==> config.mk <==
export PLATFORM = sky130hd
export DESIGN_NAME = pga_gain_ctrl_flat
export DESIGN_NICKNAME = d
export VERILOG_FILES = /design/src/rtl/pga_gain_ctrl_if.sv /design/src/rtl/pga_gain_ctrl.sv /design/src/flat_wrapper.sv
export SDC_FILE = /design/constraint.sdc
export NUM_CORES = 1
export LEC_CHECK = 0
export CAP_MARGIN = 15
export CORE_MARGIN = 2
export CORE_UTILIZATION = 45
export CTS_BUF_LIST = sky130_fd_sc_hd__clkbuf_8 sky130_fd_sc_hd__clkbuf_16
export CTS_CLUSTER_SIZE = 10
export DETAILED_ROUTE_END_ITERATION = 10
export PLACE_DENSITY = 0.77
export RECOVER_POWER = 50
export SYNTH_ARGS = -nofsm -noshare
export SYNTH_HDL_FRONTEND = slang
export SYNTH_SLANG_ARGS = --single-unit
==> constraint.sdc <==
create_clock -name sck -period 5.95 [get_ports sck]
set_input_delay 0.595 -clock sck [delete_from_list [all_inputs] [get_ports sck]]
set_output_delay 0.595 -clock sck [all_outputs]
set_load 0.01 [all_outputs]
==> src/rtl/pga_gain_ctrl_if.sv <==
// -----------------------------------------------------------------------------
// pga_gain_ctrl_if
//   Handshake bundle between the automatic gain controller and the PGA serial
//   interface block.
//
//   code_o      : gain code presented to the PGA interface (controller drives)
//   set_o       : one-cycle write strobe (controller drives)
//   pga_ready_i : PGA interface idle (PGA interface drives)
//
//   master : gain controller side
//   slave  : PGA serial interface side
// -----------------------------------------------------------------------------
interface pga_gain_ctrl_if;
  logic [7:0] code_o;
  logic       set_o;
  logic       pga_ready_i;

  modport master (
    output code_o,
    output set_o,
    input  pga_ready_i
  );

  modport slave (
    input  code_o,
    input  set_o,
    output pga_ready_i
  );
endinterface

==> src/rtl/pga_gain_ctrl.sv <==
// -----------------------------------------------------------------------------
// pga_gain_ctrl
//   Automatic gain controller in front of the PGA serial interface. It tracks
//   the peak absolute sample amplitude over a window of WINDOW valid samples.
//   It then steps the 8-bit gain code down (signal too loud) or up (signal too
//   quiet) and programs each new code through the code/set/ready handshake.
//   After reset INIT_CODE is programmed unconditionally.
//
// Ports
//   sck            : clock, all logic on the rising edge
//   rst_n          : asynchronous active-low reset
//   enable_i       : 1 = automatic adjustment enabled
//   sample_i       : signed two's-complement sample
//   sample_valid_i : sample_i valid this cycle
//   pga            : PGA handshake (code_o / set_o out, pga_ready_i in)
//   gain_o         : last code confirmed written to the PGA
//   gain_valid_o   : gain_o meaningful (at least one write completed)
//   busy_o         : a PGA write is in progress
// -----------------------------------------------------------------------------
module pga_gain_ctrl #(
  parameter int         SAMPLE_W  = 16,
  parameter int         WINDOW    = 256,
  parameter int         HIGH_TH   = 24576,
  parameter int         LOW_TH    = 8192,
  parameter logic [7:0] STEP      = 8'd1,
  parameter logic [7:0] CODE_MIN  = 8'h00,
  parameter logic [7:0] CODE_MAX  = 8'h8F,
  parameter logic [7:0] INIT_CODE = 8'h40
) (
  input  logic                       sck,
  input  logic                       rst_n,
  input  logic                       enable_i,
  input  logic signed [SAMPLE_W-1:0] sample_i,
  input  logic                       sample_valid_i,
  pga_gain_ctrl_if.master            pga,
  output logic [7:0]                 gain_o,
  output logic                       gain_valid_o,
  output logic                       busy_o
);

  typedef enum logic [2:0] {
    ST_ACCUM   = 3'd0,
    ST_DECIDE  = 3'd1,
    ST_ISSUE   = 3'd2,
    ST_WAIT_LO = 3'd3,
    ST_WAIT_HI = 3'd4
  } state_t;

  localparam int                  CNT_W     = $clog2(WINDOW);
  localparam logic [CNT_W-1:0]    CNT_LAST  = CNT_W'(WINDOW - 1);
  localparam logic [CNT_W-1:0]    CNT_ZERO  = CNT_W'(0);
  localparam logic [CNT_W-1:0]    CNT_ONE   = CNT_W'(1);
  localparam logic [SAMPLE_W-2:0] PEAK_ZERO = (SAMPLE_W-1)'(0);
  localparam logic [SAMPLE_W-1:0] HIGH_V    = SAMPLE_W'(HIGH_TH);
  localparam logic [SAMPLE_W-1:0] LOW_V     = SAMPLE_W'(LOW_TH);

  // Absolute value of a two's-complement sample, saturating the most
  // negative value (whose negation does not fit) to the largest magnitude.
  function automatic logic [SAMPLE_W-2:0] abs_sat(input logic [SAMPLE_W-1:0] s);
    logic [SAMPLE_W-1:0] neg;
    neg = ~s + {{(SAMPLE_W-1){1'b0}}, 1'b1};
    if (!s[SAMPLE_W-1]) begin
      abs_sat = s[SAMPLE_W-2:0];
    end else if (neg[SAMPLE_W-1]) begin
      abs_sat = {(SAMPLE_W-1){1'b1}};
    end else begin
      abs_sat = neg[SAMPLE_W-2:0];
    end
  endfunction

  state_t              r_state;
  logic [7:0]          r_code;
  logic                r_set;
  logic [7:0]          r_gain;
  logic                r_gain_valid;
  logic                r_busy;
  logic [SAMPLE_W-2:0] r_peak;
  logic [CNT_W-1:0]    r_cnt;

  logic [SAMPLE_W-2:0] w_mag;
  logic [SAMPLE_W-2:0] w_peak_next;
  logic [8:0]          w_dn;
  logic [8:0]          w_up;
  logic [7:0]          w_new_code;

  // Sample magnitude, running peak and the next gain code candidate.
  always_comb begin
    w_mag       = abs_sat(sample_i);
    w_peak_next = r_peak;
    w_new_code  = r_gain;
    // 9-bit arithmetic: bit 8 of w_dn flags an underflow, bit 8 of w_up an
    // overflow past 255, so both clamps remain correct for any STEP.
    w_dn        = {1'b0, r_gain} - {1'b0, STEP};
    w_up        = {1'b0, r_gain} + {1'b0, STEP};

    if (w_mag > r_peak) begin
      w_peak_next = w_mag;
    end else begin
      w_peak_next = r_peak;
    end

    if ({1'b0, r_peak} > HIGH_V) begin
      if (w_dn[8] || (w_dn[7:0] < CODE_MIN)) begin
        w_new_code = CODE_MIN;
      end else begin
        w_new_code = w_dn[7:0];
      end
    end else if ({1'b0, r_peak} < LOW_V) begin
      if (w_up > {1'b0, CODE_MAX}) begin
        w_new_code = CODE_MAX;
      end else begin
        w_new_code = w_up[7:0];
      end
    end else begin
      w_new_code = r_gain;
    end
  end

  // Control FSM: measure a window, decide, then run the PGA write handshake.
  always_ff @(posedge sck or negedge rst_n) begin
    if (!rst_n) begin
      r_state      <= ST_ISSUE;
      r_code       <= INIT_CODE;
      r_set        <= 1'b0;
      r_gain       <= INIT_CODE;
      r_gain_valid <= 1'b0;
      r_busy       <= 1'b1;
      r_peak       <= PEAK_ZERO;
      r_cnt        <= CNT_ZERO;
    end else begin
      // The strobe is only ever raised for the single cycle after ISSUE.
      r_set <= 1'b0;
      case (r_state)
        ST_ACCUM: begin
          if (sample_valid_i) begin
            r_peak <= w_peak_next;
            if (r_cnt == CNT_LAST) begin
              r_cnt   <= CNT_ZERO;
              r_state <= ST_DECIDE;
            end else begin
              r_cnt <= r_cnt + CNT_ONE;
            end
          end
        end
        ST_DECIDE: begin
          if (!enable_i || (w_new_code == r_gain)) begin
            r_peak  <= PEAK_ZERO;
            r_state <= ST_ACCUM;
          end else begin
            r_code  <= w_new_code;
            r_busy  <= 1'b1;
            r_state <= ST_ISSUE;
          end
        end
        ST_ISSUE: begin
          if (pga.pga_ready_i) begin
            r_set   <= 1'b1;
            r_state <= ST_WAIT_LO;
          end
        end
        ST_WAIT_LO: begin
          // Wait for the PGA interface to acknowledge by dropping ready.
          if (!pga.pga_ready_i) begin
            r_state <= ST_WAIT_HI;
          end
        end
        ST_WAIT_HI: begin
          if (pga.pga_ready_i) begin
            r_gain       <= r_code;
            r_gain_valid <= 1'b1;
            r_peak       <= PEAK_ZERO;
            r_cnt        <= CNT_ZERO;
            r_busy       <= 1'b0;
            r_state      <= ST_ACCUM;
          end
        end
        default: begin
          // Illegal encoding: recover by reprogramming the current code.
          r_peak  <= PEAK_ZERO;
          r_cnt   <= CNT_ZERO;
          r_busy  <= 1'b1;
          r_state <= ST_ISSUE;
        end
      endcase
    end
  end

  assign pga.code_o   = r_code;
  assign pga.set_o    = r_set;
  assign gain_o       = r_gain;
  assign gain_valid_o = r_gain_valid;
  assign busy_o       = r_busy;

endmodule

==> src/flat_wrapper.sv <==
// flat-port wrapper written by rule: the top's interface ports become plain ports
module pga_gain_ctrl_flat 
#(
  parameter int         SAMPLE_W  = 16,
  parameter int         WINDOW    = 256,
  parameter int         HIGH_TH   = 24576,
  parameter int         LOW_TH    = 8192,
  parameter logic [7:0] STEP      = 8'd1,
  parameter logic [7:0] CODE_MIN  = 8'h00,
  parameter logic [7:0] CODE_MAX  = 8'h8F,
  parameter logic [7:0] INIT_CODE = 8'h40
)
  (sck, rst_n, enable_i, sample_i, sample_valid_i, gain_o, gain_valid_o, busy_o, pga_code_o, pga_set_o, pga_pga_ready_i);
  pga_gain_ctrl_if pga_i ();
  input  logic sck;
  input  logic rst_n;
  input  logic enable_i;
  input  logic signed [SAMPLE_W-1:0] sample_i;
  input  logic sample_valid_i;
  output logic [7:0] gain_o;
  output logic gain_valid_o;
  output logic busy_o;
  output wire logic [$bits(pga_i.code_o)-1:0] pga_code_o;
  output wire logic [$bits(pga_i.set_o)-1:0] pga_set_o;
  input wire logic [$bits(pga_i.pga_ready_i)-1:0] pga_pga_ready_i;
  assign pga_code_o = pga_i.code_o;
  assign pga_set_o = pga_i.set_o;
  assign pga_i.pga_ready_i = pga_pga_ready_i;
  pga_gain_ctrl #(.SAMPLE_W(SAMPLE_W), .WINDOW(WINDOW), .HIGH_TH(HIGH_TH), .LOW_TH(LOW_TH), .STEP(STEP), .CODE_MIN(CODE_MIN), .CODE_MAX(CODE_MAX), .INIT_CODE(INIT_CODE)) u_core (.sck(sck), .rst_n(rst_n), .enable_i(enable_i), .sample_i(sample_i), .sample_valid_i(sample_valid_i), .pga(pga_i), .gain_o(gain_o), .gain_valid_o(gain_valid_o), .busy_o(busy_o));
endmodule
==> summary.md, run 1 <==
| Metric | Value |
|---|---|
| Overall Global Routing Usage | 19.7% |
| Worst Hold Depth | 1 |
| Die area | 0.00876 sq mm |
| Post-Synthesis Cell Area | 0.00361 sq mm |
| Fin nets | 497 |
| WS Path Type | in -> reg |
| Min-delay worst type | reg -> reg |
| Post-synth top flop | dfrtp_1 |
| FFs w/ async S/R, synth | 100% |
| Pwr dens | 442 mW/mm^2 |
| Post-CTS Resized | 0 |
| CP bufs+invs | 1 |
| Clock sink count | 45 |
| Number of synthesized flops with an enable pin | 0 |
| Syn avg cell area | 8.28 sq um |
| Initial Util | 46.5% |
| Post-synth cell types | 71 |
| CP top delay family | simple AND/OR/NAND/NOR gates |
| Chip height | 93.6 um |
| Setup TNS Final | 0 ps |
| Initial DRC count | 148 |
| Worst Hold Launch | u_core.gain_valid_o$_DFFE_PN0P_ |
| #FFs+latches synth | 45 |
| CP Launch Type | primary input |
| Slew margin rel. | -59.4% |
| Failing checks | max-capacitance violations, max-slew violations |
| Vias in the first global route | 3054 |
| Post-CTS Setup Bufs | 0 |
| Synth Net Count | 477 |
| PortBufs | 39 |
| CP max stage delay | 710 ps |
| Largest net degree at the start of global routing | 46 |
| CP arrival | 4850 ps |
| Reg-to-reg slack, setup | 2320 ps |
| Clock slew at reported path FFs | 90 ps |
| Worst reg-to-reg path cell count | 9 |
| Tmin final | 4620 ps |
| P_leak | 1.72 nW |
| CTS Buffer Depth | 2 |
| RSZ-0062 raised after global routing | no |
| Worst slew pin tran | 2390 ps |
| Required time worst endpoint | 6170 ps |
| Number of diodes | 0 |
| # hold bufs at CTS | 0 |
| Number of I/O pins | 40 |
| Cell at the slowest stage of the critical path | or4_1 |
| # DRC | 0 |
| Num rows | 32 |
| Dpl cell area | 0.00398 sq mm |
| Drt first pass iters | 4 |
| Setup slack after layout | 1330 ps |
| Number of max-cap violations | 1 |
| RR Startpoint | u_core.gain_o[1]$_DFFE_PN0P_ |
| CP Max Fanout | 13 |
| DP HPWL | 6.05 mm |
| CTS tree | yes |
| Final Cycle Share | 77.7% |
| Detailed Route WL | 8.33 mm |
| Placer Congestion | 0.936 |
| WHS Endpoint | u_core.gain_valid_o$_DFFE_PN0P_ |
| CTS Root Cell | clkbuf_8 |
| Worst reg2reg path endpoint | u_core.pga.code_o[7]$_DFFE_PN0P_ |
| Crit path capture type | register |
| Seq/Total Area, Yosys | 31.3% |
| Post-synthesis instance total | 436 |
| Final design area excluding fillers | 0.00412 sq mm |
| First-pass GRT wire length | 14.2 mm |
| Final Power | 0.00182 W |
| Setup violators final | 0 |
| CP cell instances | clkdlybuf4s50_1 -> or2_2 -> or4_1 -> or4_1 -> and2_1 -> ha_1 -> nor2b_1 -> o21a_1 -> o21ai_0 -> a211o_1 -> a31o_2 -> nor2_1 -> nand2_1 -> o21ai_0 |
| Initial antenna violation count | 0 |
| Final max-slew violation count | 46 |
| Ys Warns | 0 |
| Remaining antenna violation count after routing | 0 |
| Dpl ws | 999 ps |
| GRT overflow | 0 |
| Die W | 93.6 um |
| Filler cells | 728 |
| CTS buffer count | 5 |
| H-tree depth | 2 |
| Final Hold Fails | 0 |
| Peak supply drop | 131 uV |
| Share of cells above drive strength 1 | 8.97% |
| Layout area overhead | 14.0% |
| DR WL/cell | 14.9 um |
| Clk_skew | 7.72 ps |
| Final Core Density | 53.0% |
| Vias per Instance | 5.91 |
| Via count | 3303 |
| F_max | 0.216 GHz |
| Outcome | complete, but fails checks |
| Clock Latency Late Sink | 310 ps |
| Core area | 0.00777 sq mm |
-- layout make-up --
type,count,area [sq um],share of cell area (%)
Multi-Input combinational cell,337,2230,54.2
Sequential cell,45,1130,27.5
Timing Repair Buffer,39,384,9.33
Tap cell,102,128,3.10
Inverter,28,105,2.55
Clock buffer,5,68.8,1.67
Clock inverter,3,68.8,1.67
-- worst max path at each step --
stage	from	endpoint	slack [ps]	cells past startpoint
2_1_floorplan	sample_i[1]	u_core.r_peak[10]$_DFFE_PN0P_	2050	15
3_3_place_gp	sample_i[3]	u_core.r_peak[1]$_DFFE_PN0P_	1130	14
3_5_place_dp	sample_i[3]	u_core.r_peak[10]$_DFFE_PN0P_	1000	14
4_1_cts	sample_i[3]	u_core.r_peak[10]$_DFFE_PN0P_	1320	14
5_1_grt	sample_i[3]	u_core.r_peak[7]$_DFFE_PN0P_	1030	14
6_report	sample_i[3]	u_core.r_peak[10]$_DFFE_PN0P_	1330	14
-- state kept, by name (all words and copies together), names as in the netlist --
signal / cells
u_core.busy_o: 1
u_core.gain_o: 8
u_core.gain_valid_o: 1
u_core.pga.code_o: 8
u_core.pga.set_o: 1
u_core.r_cnt: 8
u_core.r_peak: 15
u_core.r_state: 3
-- metrics by stage --
stage               hold WS, ps  std cells
finish                      465        559
global route                482        559
CTS                         477        559
detailed placement          457        551
global placement            454        551
floorplan                   299        436
-- cells by family after synthesis --
| family | Yosys count | synth area share [%] |
|---|---|---|
| AO/OA/AOI/OAI | 115 | 21.3 |
| XOR/XNOR | 14 | 3.40 |
| adder cells (fa/ha/maj) | 20 | 6.93 |
| buffers and inverters | 54 | 6.90 |
| flip-flops | 45 | 31.3 |
| multiplexers | 16 | 5.72 |
| AND/OR/NAND/NOR | 172 | 24.4 |
-- report_power, final --
group	switching [W]	internal [W]	total, W
Combinational	0.000504	0.000447	0.000951
Clock	0.000112	0.000169	0.000281
Sequential	0.000170	0.000416	0.000586
Total	0.000786	0.00103	0.00182
-- per-layer routing --
layer,share of wire [%],track usage (%),up-vias
met5,0,0,-
met2,47,32.1,121
li1,-,-,1621
met1,45,26.5,1534
met4,3.3,7.73,0
met3,5.0,2.50,27
-- cells in the final DEF (no fill, tap or decap), types with 3 or more instances in the layout --
cell type,netlist,routed
a211oi_1,3,3
a21oi_1,19,19
a31oi_1,5,5
and2_1,4,4
and3_1,3,3
clkbuf_8,0,5
clkdlybuf4s50_1,0,31
dfrtp_1,41,41
dfstp_2,4,4
dlygate4sd3_1,0,7
ha_1,20,20
inv_1,28,28
mux2_2,5,5
mux2_4,8,8
mux2i_1,3,3
nand2_1,57,57
nand2b_1,6,6
nand3_1,12,12
nand4_1,11,11
nor2_1,30,30
nor2b_1,4,4
nor3_1,11,11
nor4_1,5,5
o211ai_1,4,4
o21a_1,4,4
o21ai_0,40,40
o22ai_1,4,4
o31ai_1,4,4
or2_2,5,5
or3_1,5,5
or4_1,4,4
xnor2_1,4,4
xor2_1,10,10
-- cells in the mapped netlist, types with 3 or more instances --
cell      instances  area, sq um
nor3_1           11         55.1
o22ai_1           4         25.0
buf_6             5         56.3
nor4_1            5         31.3
o211ai_1          4         30.0
o31ai_1           4         30.0
or4_1             4         30.0
mux2i_1           3         30.0
nor2b_1           4         25.0
a31oi_1           5         31.3
buf_2             6         30.0
nand4_1          11         68.8
dfstp_2           4          105
xnor2_1           4         35.0
o21ai_0          40          200
nand2b_1          6         37.5
a211oi_1          3         22.5
nor2_1           30          113
nand3_1          12         60.1
mux2_2            5         56.3
a21oi_1          19         95.1
o21a_1            4         30.0
dfrtp_1          41         1030
and2_1            4         25.0
mux2_4            8          120
ha_1             20          250
or2_2             5         31.3
and3_1            3         18.8
nand2_1          57          214
or3_1             5         31.3
xor2_1           10         87.6
inv_1            28          105
clkbuf_1         13         48.8
Power figures use the tool's default switching activity.
==> run 2: changes to the inputs <==
--- a/config.mk
+++ b/config.mk
@@ -11,7 +11,7 @@
 export CTS_BUF_LIST = sky130_fd_sc_hd__clkbuf_8 sky130_fd_sc_hd__clkbuf_16
 export CTS_CLUSTER_SIZE = 10
 export DETAILED_ROUTE_END_ITERATION = 10
-export PLACE_DENSITY = 0.77
+export PLACE_DENSITY = 0.8
 export RECOVER_POWER = 50
 export SYNTH_ARGS = -nofsm -noshare
 export SYNTH_HDL_FRONTEND = slang
==> constraint.sdc (replaced) <==
create_clock -name sck -period 3.8 [get_ports sck]
set_input_delay 0.38 -clock sck [delete_from_list [all_inputs] [get_ports sck]]
set_output_delay 0.38 -clock sck [all_outputs]
set_load 0.01 [all_outputs]
==> run 2 against run 1 <==
  * The flow finishes with violations (max-capacitance violations, max-slew violations, negative setup slack)
  * Worst setup slack worse by 1300 ps
  * Cell area increased by 9.7%
  * Worst hold slack improved by 16 ps
  * Flip-flop and latch count unchanged
  * Global-route usage up 1.3 points
  * Core utilization is 5.2 points higher
  * Clock skew is 4.8 ps higher
  * Sequential share of layout area shrank 2.4 points
  * Critical path type unchanged
  * Critical endpoint is now u_core.r_peak[0]$_DFFE_PN0P_
  * Largest cell class unchanged
  * Largest power group unchanged
  * Highest routed layer unchanged
==> summary.md, run 2 (same netlist as run 1, synthesis figures left out) <==
| Metric | Value |
|---|---|
| Outcome | complete, but fails checks (unchanged) |
| Failing checks | max-capacitance violations, max-slew violations, negative setup slack (was max-capacitance violations, max-slew violations) |
| Layout area overhead | 25.1% (was 14.0%) |
| Initial antenna violation count | 0 (unchanged) |
| CTS buffer count | 5 (unchanged) |
| Final Cycle Share | 101% |
| Vias per Instance | 5.78 (was 5.91) |
| Met2 Use GR | 35.8% (was 32.1%) |
| CTS Buffer Depth | 2 (unchanged) |
| CP Launch Type | primary input (unchanged) |
| CP Max Fanout | 7 (was 13) |
| CTS tree | yes (unchanged) |
| Commonest non-fill, non-tap cell in the layout | nand2_1 (unchanged) |
| GRT overflow | 0 (unchanged) |
| Number of diodes | 0 (unchanged) |
| Final max-slew violation count | 46 (unchanged) |
| Fin nets | 543 (was 497) |
| Tmin final | 3820 ps |
| Setup TNS Final | -46.4 ps (was 0 ps) |
| Worst slew pin tran | 2380 ps (was 2390 ps) |
| Min-delay worst type | reg -> reg (unchanged) |
| CP arrival | 4010 ps (was 4850 ps) |
| GR Layer Usage met1 | 27.6% (was 26.5%) |
| Initial DRC count | 168 (was 148) |
| Die area | 0.00876 sq mm (unchanged) |
| CP cell instances | clkdlybuf4s50_1 -> or4_4 -> or3_4 -> nor3_1 -> a21boi_0 -> o21a_1 -> ha_1 -> nand4_1 -> nor2_2 -> nand2_1 -> a211o_1 -> a31o_4 -> buf_4 -> o21ba_4 -> o32ai_1 (was clkdlybuf4s50_1 -> or2_2 -> or4_1 -> or4_1 -> and2_1 -> ha_1 -> nor2b_1 -> o21a_1 -> o21ai_0 -> a211o_1 -> a31o_2 -> nor2_1 -> nand2_1 -> o21ai_0) |
| Drt first pass iters | 5 (was 4) |
| Chip height | 93.6 um (unchanged) |
| Remaining antenna violation count after routing | 0 (unchanged) |
| Max reg flops | 15 (unchanged) |
| CTS Root Cell | clkbuf_8 (unchanged) |
| Most frequent cells in the layout | nand2_1, buf_4, dfrtp_1 (was nand2_1, dfrtp_1, o21ai_0) |
| Number of I/O pins | 40 (unchanged) |
| # DRC | 0 (unchanged) |
| Num rows | 32 (unchanged) |
| DP HPWL | 6.67 mm (was 6.05 mm) |
| DR WL/cell | 15.3 um (was 14.9 um) |
| Overall Global Routing Usage | 20.9% (was 19.7%) |
| Number of max-cap violations | 1 (unchanged) |
| Via count | 3499 (was 3303) |
| Clock Latency Late Sink | 300 ps (was 310 ps) |
| Vias in the first global route | 3233 (was 3054) |
| Dpl cell area | 0.00430 sq mm (was 0.00398 sq mm) |
| Initial Util | 46.5% (unchanged) |
| PortBufs | 39 (unchanged) |
| Filler cells | 710 (was 728) |
| CP top delay family | simple AND/OR/NAND/NOR gates (unchanged) |
| H-tree depth | 2 (unchanged) |
| CP max stage delay | 580 ps (was 710 ps) |
| Final design area excluding fillers | 0.00452 sq mm (was 0.00412 sq mm) |
| Pwr dens | 641 mW/mm^2 (was 442 mW/mm^2) |
| Gr busiest metal | met2 (unchanged) |
| Peak supply drop | 244 uV (was 131 uV) |
| # hold bufs at CTS | 0 (unchanged) |
| Setup slack after layout | -21.4 ps (was 1330 ps) |
| CP bufs+invs | 2 (was 1) |
| P_leak | 1.95 nW (was 1.72 nW) |
| Clock slew at reported path FFs | 100 ps (was 90 ps) |
| F_max | 0.262 GHz |
| Detailed Route WL | 9.28 mm (was 8.33 mm) |
| Share of cells above drive strength 1 | 19.5% (was 8.97%) |
| Slew margin rel. | -58.7% (was -59.4%) |
| Placer Congestion | 0.925 (was 0.936) |
| Clk_skew | 12.5 ps (was 7.72 ps) |
| Core area | 0.00777 sq mm (unchanged) |
| Crit path capture type | register (unchanged) |
| Top reg by flops | u_core.r_peak (unchanged) |
| First-pass GRT wire length | 15.0 mm (was 14.2 mm) |
| Largest net degree at the start of global routing | 46 (unchanged) |
| Final Hold Fails | 0 (unchanged) |
| WS Path Type | in -> reg (unchanged) |
| Grt met3 use | 2.58% (was 2.50%) |
| Clock sink count | 45 (unchanged) |
| Die W | 93.6 um (unchanged) |
| Cell at the slowest stage of the critical path | or4_4 (was or4_1) |
| Required time worst endpoint | 3990 ps (was 6170 ps) |
| Setup violators final | 6 (was 0) |
-- run 2: cell count changes in the layout (fill, tap and decap cells not counted), moves of 3 or more --
cell,delta
buf_4,+42
o21ai_0,-8
o21ai_1,+8
dlygate4sd3_1,-7
clkdlybuf4s50_1,+5
or4_4,+5
or4_1,-4
nor2_1,-3
-- run 2: repair_timing --
item                                    4_1_cts  5_1_grt
pin swaps                                     3        5
gates cloned                                  1        1
gates resized for setup                      10       21
buffers inserted                              3        0
endpoints found under the setup margin       14       15
-- run 2: power breakdown --
group | switching, W | internal, W
Sequential | 0.000219 | 0.000651
Combinational | 0.000897 | 0.000818
Clock | 0.000179 | 0.000131
-- run 2: cell type report --
class	count	area, sq um	area share (%)
Clock buffer	5	68.8	1.52
Timing Repair Buffer	83	719	15.9
Clock inverter	3	21.3	0.471
Tap cell	102	128	2.83
Multi-Input combinational cell	339	2340	51.9
Inverter	28	105	2.33
Sequential cell	45	1130	25.0
-- run 2: path summary, 6_finish.rpt --
check / from / end / slack (ps) / cells after the start
worst max register to register: u_core.gain_o[1]$_DFFE_PN0P_ / u_core.pga.code_o[0]$_DFFE_PN0P_ / 430 / 10
worst min-delay path: u_core.gain_valid_o$_DFFE_PN0P_ / u_core.gain_valid_o$_DFFE_PN0P_ / 480 / 1
max in group asynchronous: rst_n / u_core.r_peak[1]$_DFFE_PN0P_ / 1660 / 1
worst min register to register: u_core.gain_valid_o$_DFFE_PN0P_ / u_core.gain_valid_o$_DFFE_PN0P_ / 480 / 1
min in group asynchronous: rst_n / u_core.gain_o[7]$_DFFE_PN0P_ / 790 / 1
worst max-delay path: sample_i[9] / u_core.r_peak[0]$_DFFE_PN0P_ / -20 / 15
-- run 2: through the flow --
| stage | setup WS (ps) | util [%] | instances | hold slack, ps | total power, W |
|---|---|---|---|---|---|
| 3_3_place_gp | -447 | 55.3 | 593 | 454 | 0.00245 |
| 4_1_cts | 11.4 | 57.4 | 605 | 274 | 0.00287 |
| 2_1_floorplan | 118 | - | 436 | 84.4 | 0.00197 |
| 3_5_place_dp | -588 | 55.3 | 593 | 458 | 0.00250 |
| 6_report | -21.4 | 58.2 | 605 | 481 | 0.00290 |
| 5_1_grt | -113 | 58.2 | 605 | 518 | 0.00313 |
-- run 2: metal layers --
layer	wire length [um]	share of wire [%]	up-vias
li1	-	-	1718
met1	4010	43	1656
met2	4640	50	109
met3	449	4.8	16
met4	173	1.9	0
met5	0	0	-
==> run 3: changes to the inputs <==
--- a/config.mk
+++ b/config.mk
@@ -5,7 +5,7 @@
 export SDC_FILE = /design/constraint.sdc
 export NUM_CORES = 1
 export LEC_CHECK = 0
-export CAP_MARGIN = 15
+export CAP_MARGIN = 5
 export CORE_MARGIN = 2
 export CORE_UTILIZATION = 45
 export CTS_BUF_LIST = sky130_fd_sc_hd__clkbuf_8 sky130_fd_sc_hd__clkbuf_16
==> results of run 3 <==
The final DEF is identical to that of run 2; final timing and power are the same.
